## config.mk

```make
export PLATFORM = sky130hd
export DESIGN_NAME = bp_fetch_unit
export DESIGN_NICKNAME = d
export VERILOG_FILES = /design/src/rtl/bp_fetch_unit.sv
export SDC_FILE = /design/constraint.sdc
export NUM_CORES = 2
export LEC_CHECK = 0
export BUFFER_PORTS_ARGS = -buffer_cell sky130_fd_sc_hd__buf_2
export CAP_MARGIN = 10
export CORE_MARGIN = 4
export CORE_UTILIZATION = 35
export CTS_CLUSTER_SIZE = 16
export DETAILED_ROUTE_END_ITERATION = 8
export HOLD_SLACK_MARGIN = 0.08
export PLACE_DENSITY = 0.6
export SETUP_SLACK_MARGIN = 0.4
export SLEW_MARGIN = 10
export SYNTH_ARGS = -nofsm -noshare
export SYNTH_HDL_FRONTEND = slang
export SYNTH_SLANG_ARGS = --single-unit
```

## constraint.sdc

```tcl
create_clock -name clk -period 34.2 [get_ports clk]
set_input_delay 3.42 -clock clk [delete_from_list [all_inputs] [get_ports clk]]
set_output_delay 3.42 -clock clk [all_outputs]
set_load 0.05 [all_outputs]
```

## src/rtl/bp_fetch_unit.sv

```systemverilog
// bp_fetch_unit
// Fetch-stage PC register with a direct-mapped, tagged branch target buffer.
// Each BTB entry holds its own CNT_W-bit saturating direction counter.
//
// Ports:
//   clk, rst        : rising-edge clock, asynchronous active-high reset
//   pc_write        : 1 lets the PC advance, 0 holds it (load-use stall)
//   pc              : registered fetch PC
//   btb_hit         : pc found a valid entry with a matching tag
//   pred_taken      : btb_hit and counter MSB set
//   pred_target     : stored target of the hit entry, 0 on a miss
//   upd_valid       : a resolved conditional branch arrives from MEM
//   upd_pc          : PC of that branch
//   upd_taken       : its actual direction
//   upd_target      : its actual taken target
//   upd_mispredict  : the prediction was wrong, redirect fetch
//   mispred_cnt     : saturating count of accepted mispredicts
module bp_fetch_unit #(
    parameter int              XLEN     = 32,
    parameter int              ENTRIES  = 16,
    parameter int              CNT_W    = 2,
    parameter logic [XLEN-1:0] RESET_PC = '0
) (
    input  logic            clk,
    input  logic            rst,
    input  logic            pc_write,
    output logic [XLEN-1:0] pc,
    output logic            btb_hit,
    output logic            pred_taken,
    output logic [XLEN-1:0] pred_target,
    input  logic            upd_valid,
    input  logic [XLEN-1:0] upd_pc,
    input  logic            upd_taken,
    input  logic [XLEN-1:0] upd_target,
    input  logic            upd_mispredict,
    output logic [31:0]     mispred_cnt
);

    localparam int IDX_W = $clog2(ENTRIES);
    localparam int TAG_W = XLEN - IDX_W - 2;

    // Weakly-taken is the allocation value, weakly-not-taken the reset value.
    // With CNT_W=1 these collapse to 1 and 0.
    localparam logic [CNT_W-1:0] CNT_WT  = CNT_W'(1) << (CNT_W - 1);
    localparam logic [CNT_W-1:0] CNT_WNT = CNT_WT - CNT_W'(1);

    function automatic logic [CNT_W-1:0] cnt_inc(input logic [CNT_W-1:0] c);
        return (&c) ? c : c + CNT_W'(1);
    endfunction

    function automatic logic [CNT_W-1:0] cnt_dec(input logic [CNT_W-1:0] c);
        return (|c) ? c - CNT_W'(1) : c;
    endfunction

    logic             btb_valid  [ENTRIES];
    logic [TAG_W-1:0] btb_tag    [ENTRIES];
    logic [XLEN-1:0]  btb_target [ENTRIES];
    logic [CNT_W-1:0] btb_cnt    [ENTRIES];

    logic [IDX_W-1:0] lk_idx;
    logic [TAG_W-1:0] lk_tag;
    logic [IDX_W-1:0] upd_idx;
    logic [TAG_W-1:0] upd_tag;
    logic             upd_hit;
    logic             redirect;
    logic [XLEN-1:0]  pc_next;

    // Instructions are word aligned, so the low two PC bits carry no information.
    logic unused_bits;
    assign unused_bits = ^{pc[1:0], upd_pc[1:0]};

    assign lk_idx  = pc[IDX_W+1:2];
    assign lk_tag  = pc[XLEN-1:IDX_W+2];
    assign upd_idx = upd_pc[IDX_W+1:2];
    assign upd_tag = upd_pc[XLEN-1:IDX_W+2];

    // Lookup stage: combinational from the registered pc, reads pre-edge contents.
    assign btb_hit     = btb_valid[lk_idx] && (btb_tag[lk_idx] == lk_tag);
    assign pred_taken  = btb_hit && btb_cnt[lk_idx][CNT_W-1];
    assign pred_target = btb_hit ? btb_target[lk_idx] : '0;

    assign upd_hit  = btb_valid[upd_idx] && (btb_tag[upd_idx] == upd_tag);
    assign redirect = upd_valid && upd_mispredict;

    // A redirect from MEM outranks a stall: the stalled instruction is squashed.
    always_comb begin
        pc_next = pc + XLEN'(4);
        if (redirect) begin
            pc_next = upd_taken ? upd_target : upd_pc + XLEN'(4);
        end else if (!pc_write) begin
            pc_next = pc;
        end else if (pred_taken) begin
            pc_next = pred_target;
        end
    end

    // PC / mispredict counter stage
    always_ff @(posedge clk or posedge rst) begin
        if (rst) begin
            pc          <= RESET_PC;
            mispred_cnt <= '0;
        end else begin
            pc <= pc_next;
            if (redirect && !(&mispred_cnt)) begin
                mispred_cnt <= mispred_cnt + 32'd1;
            end
        end
    end

    // BTB training stage: runs regardless of pc_write; not-taken misses never allocate.
    always_ff @(posedge clk or posedge rst) begin
        if (rst) begin
            for (int i = 0; i < ENTRIES; i++) begin
                btb_valid[i]  <= 1'b0;
                btb_tag[i]    <= '0;
                btb_target[i] <= '0;
                btb_cnt[i]    <= CNT_WNT;
            end
        end else if (upd_valid) begin
            if (upd_hit) begin
                btb_cnt[upd_idx] <= upd_taken ? cnt_inc(btb_cnt[upd_idx])
                                              : cnt_dec(btb_cnt[upd_idx]);
                if (upd_taken) begin
                    btb_target[upd_idx] <= upd_target;
                end
            end else if (upd_taken) begin
                btb_valid[upd_idx]  <= 1'b1;
                btb_tag[upd_idx]    <= upd_tag;
                btb_target[upd_idx] <= upd_target;
                btb_cnt[upd_idx]    <= CNT_WT;
            end
        end
    end

endmodule

```

==> run_results.csv <==
group,metric,value,unit
run_status,status,"finished clean",
detailed_routing,wire_per_inst,28.4,um
timing,fin_crit,9.82,ns
yosys,synthCells,3747,
pwr,p_leak,26.1,nW
timing,hold_viol,0,
yosys,yosysMostFrequentCell,"dfrtp_1",
yosys,yosys_warnings,0,
timing,worst_slew_pin_slew,1.34,ns
setup_path,crit_chain,"buf_4, buf_4, mux4_2, mux4_2, or2_0, a221oi_1, nand2_1, nor4_2, buf_4, and2_1, buf_2",
clock_tree,tritoncts,"built",
finish,stdcell_count,5898,
die,die_area,0.159,mm^2
grt,grt_use_total,0.211,
timing,period_share,0.287,
yosys,syn_nets,3823,
die,die_h,399,um
detailed_routing,wl_met2,74200,um
detailed_routing,drt_iter0_markers,3095,
die,rows,143,
timing,fmax,0.102,GHz
finish,drive_above_1_share,0.417,
detailed_routing,via_count,34400,
yosys,synth-edff-count,0,
timing,tns,0,ns
clock_tree,cts-root-buf,"clkbuf_16",
finish,area.growth.synth_to_final,11.9,%
setup_path,cp_common_cell,"buf_4",
die,initial_utilization,0.352,
setup_path,worst_path_largest_cell_delay,0.76,ns
clock_tree,clock_path_buffers,3,
detailed_routing,drc,0,
clock_tree,path_clk_slew,0.07,ns
detailed_routing,top_layer,"met5",
timing,setup_viol,0,
clock_tree,cts_made_buffers,109,
clock_tree,cts-resized-gates,0,
clock_tree,clock_latency,0.75,ns
detailed_routing,ant_nets,0,
yosys,yosys-top-cells-area,"dfrtp_1 (48%), mux2_2 (16%), mux4_2 (15%), mux2_1 (4.0%), mux2i_1 (3.0%)",
placed_design,place_congestion,0.946,
placed_design,dpl.hpwl,105000,um
placed_design,placedCellCount,5684,
setup_path,critPathTopFamily,"buffers and inverters",
die,dieWidth,399,um
yosys,async_flop_share,1.00,
setup_path,setup.worst_path.start_class,"flop",
setup_path,crit_arrival,6.40,ns
timing,finalMaxSlewViolations,0,
timing,rsz0062_at_grt,"false",
yosys,ys_seq_area_frac,0.488,
placed_design,io_buffers,167,
yosys,yosys_register_bits,1040,
yosys,yosys.area.top_type,"dfrtp_1",
grt,grt_pass1_vias,35000,
setup_path,worst_ep_required_time,30.78,ns
clock_tree,cts_setup_buffers,0,
grt,grt_max_degree,147,
grt,overflow,0,
pwr,pwr_density_cell,64.7,mW/mm^2
setup_path,cp_num_buf_inv,4,
yosys,synthFlopType,"dfrtp_1",
setup_path,path_class,"flop to primary output",
yosys,synth_top_area_frac,0.480,
timing,slew_headroom,0.105,
hold_path,holdCritPathClass,"flop to flop",
detailed_routing,drt-met1-wl,72600,um
yosys,post_synth_num_cell_types,77,
detailed_routing,routed_via_density,5.84,
detailed_routing,routed_wl,167000,um
clock_tree,hold_buffers,0,
die,ios,168,
finish,num-fill-cells,14300,
yosys,syn_area_per_cell,14.3,um^2
yosys,synth.top_cells.by_count,"dfrtp_1 (1024), mux2_2 (758), mux4_2 (361), mux2_1 (190), clkbuf_1 (180)",
grt,grt_pass1_wl,249000,um
detailed_routing,dr_wl_met3,15300,um
clock_tree,cts_sinks,1040,
yosys,synthesis.area,0.0534,mm^2
setup_path,end_kind,"primary output",
clock_tree,h-tree-depth,3,
detailed_routing,dr.pass1.iters,8,
pwr,peakVddDrop,0.0000425,V
grt,antenna_found_initial,35,
setup_path,slowest_stage,"dfrtp_4",
flow_run,drv_cap,0,
die,core,0.152,mm^2
setup_path,worstPathMaxFanout,43,
timing,clock_skew,0.0418,ns
finish,nNetsFinal,3841,
final timing paths:
path	startpoint	end	slack, ns	cells past startpoint
setup / recovery	pc[4]$_DFFE_PP0P_	pred_target[12]	24.38	11
hold / removal	btb_cnt[16]$_DFFE_PP1P_	btb_cnt[16]$_DFFE_PP1P_	0.48	2
setup reg to reg	pc[4]$_DFFE_PP0P_	pc[2]$_DFFE_PP0P_	27.97	12
hold reg to reg	btb_cnt[16]$_DFFE_PP1P_	btb_cnt[16]$_DFFE_PP1P_	0.48	2
max in group asynchronous	rst	btb_target[19]$_DFFE_PP0P_	28.05	5
min in group asynchronous	rst	btb_target[164]$_DFFE_PP0P_	2.93	2
cell usage in the layout (no fill, tap or decap), types with 55 or more instances in the layout:
| master | count |
|---|---|
| dfrtp_1 | 1020 |
| mux2_2 | 758 |
| mux4_2 | 361 |
| mux2_1 | 190 |
| buf_2 | 164 |
| mux2i_1 | 159 |
| clkbuf_16 | 109 |
| nand2_1 | 99 |
| nor2_1 | 92 |
| buf_4 | 67 |
| xnor2_1 | 63 |
| o21ai_0 | 59 |
| a21oi_1 | 55 |
cell type report:
class,instances,area [um^2],area share
Antenna cell,10,25.0,0.000419
Clock buffer,163,3230,0.0541
Clock inverter,41,460,0.00770
Inverter,40,160,0.00268
Multi-Input combinational cell,2338,25900,0.433
Sequential cell,1040,26100,0.436
Tap cell,2030,2540,0.0425
Timing Repair Buffer,236,1410,0.0236
per-stage QoR:
stage / setup slack, ns / hold slack [ns] / util / total power, mW / instance area, um^2
finish: 24.38 / 0.480 / 0.394 / 3.87 / 59800
global route: 24.10 / 0.492 / 0.394 / 4.03 / 59700
CTS: 24.24 / 0.483 / 0.394 / 3.89 / 59700
detailed placement: 24.90 / 0.466 / 0.369 / 2.66 / 56000
global placement: 25.04 / 0.461 / 0.369 / 2.63 / 56000
floorplan: 1.54 / 0.445 / - / 2.33 / 53400
per-layer routing:
metal / vias to the layer above / track usage
met5: - / 0
met4: 22 / 0.0619
met3: 317 / 0.0569
met2: 1406 / 0.316
met1: 18500 / 0.300
li1: 14200 / -
state kept, by name, indices dropped and copies added, names as in the netlist:
| signal | cells |
|---|---|
| pc | 32 |
| btb_valid | 16 |
| btb_cnt | 32 |
| btb_tag | 416 |
| btb_target | 512 |
| mispred_cnt | 32 |
worst min-delay path, delay by kind of cell, from the launching register on:
family | cells | cell delay, ns
mux | 1 | 0.06
simple gates | 1 | 0.05
flops | 1 | 0.37
logic make-up after synthesis:
kind of cell / Yosys count / share of synthesized area
AOI/OAI and AO/OA: 293 / 0.0375
xor gates and xnor gates: 95 / 0.0156
adders and majority gates: 7 / 0.00159
buffers and inverters: 369 / 0.0295
DFF: 1040 / 0.488
muxes: 1468 / 0.382
and+or+nand+nor: 475 / 0.0462
power breakdown:
part / leakage [nW] / switching, mW / internal, mW
registers: 13.2 / 0.175 / 1.46
logic: 11.1 / 0.513 / 0.495
clock network: 1.82 / 0.531 / 0.695
Note: power is estimated with default switching activity, not from simulation.
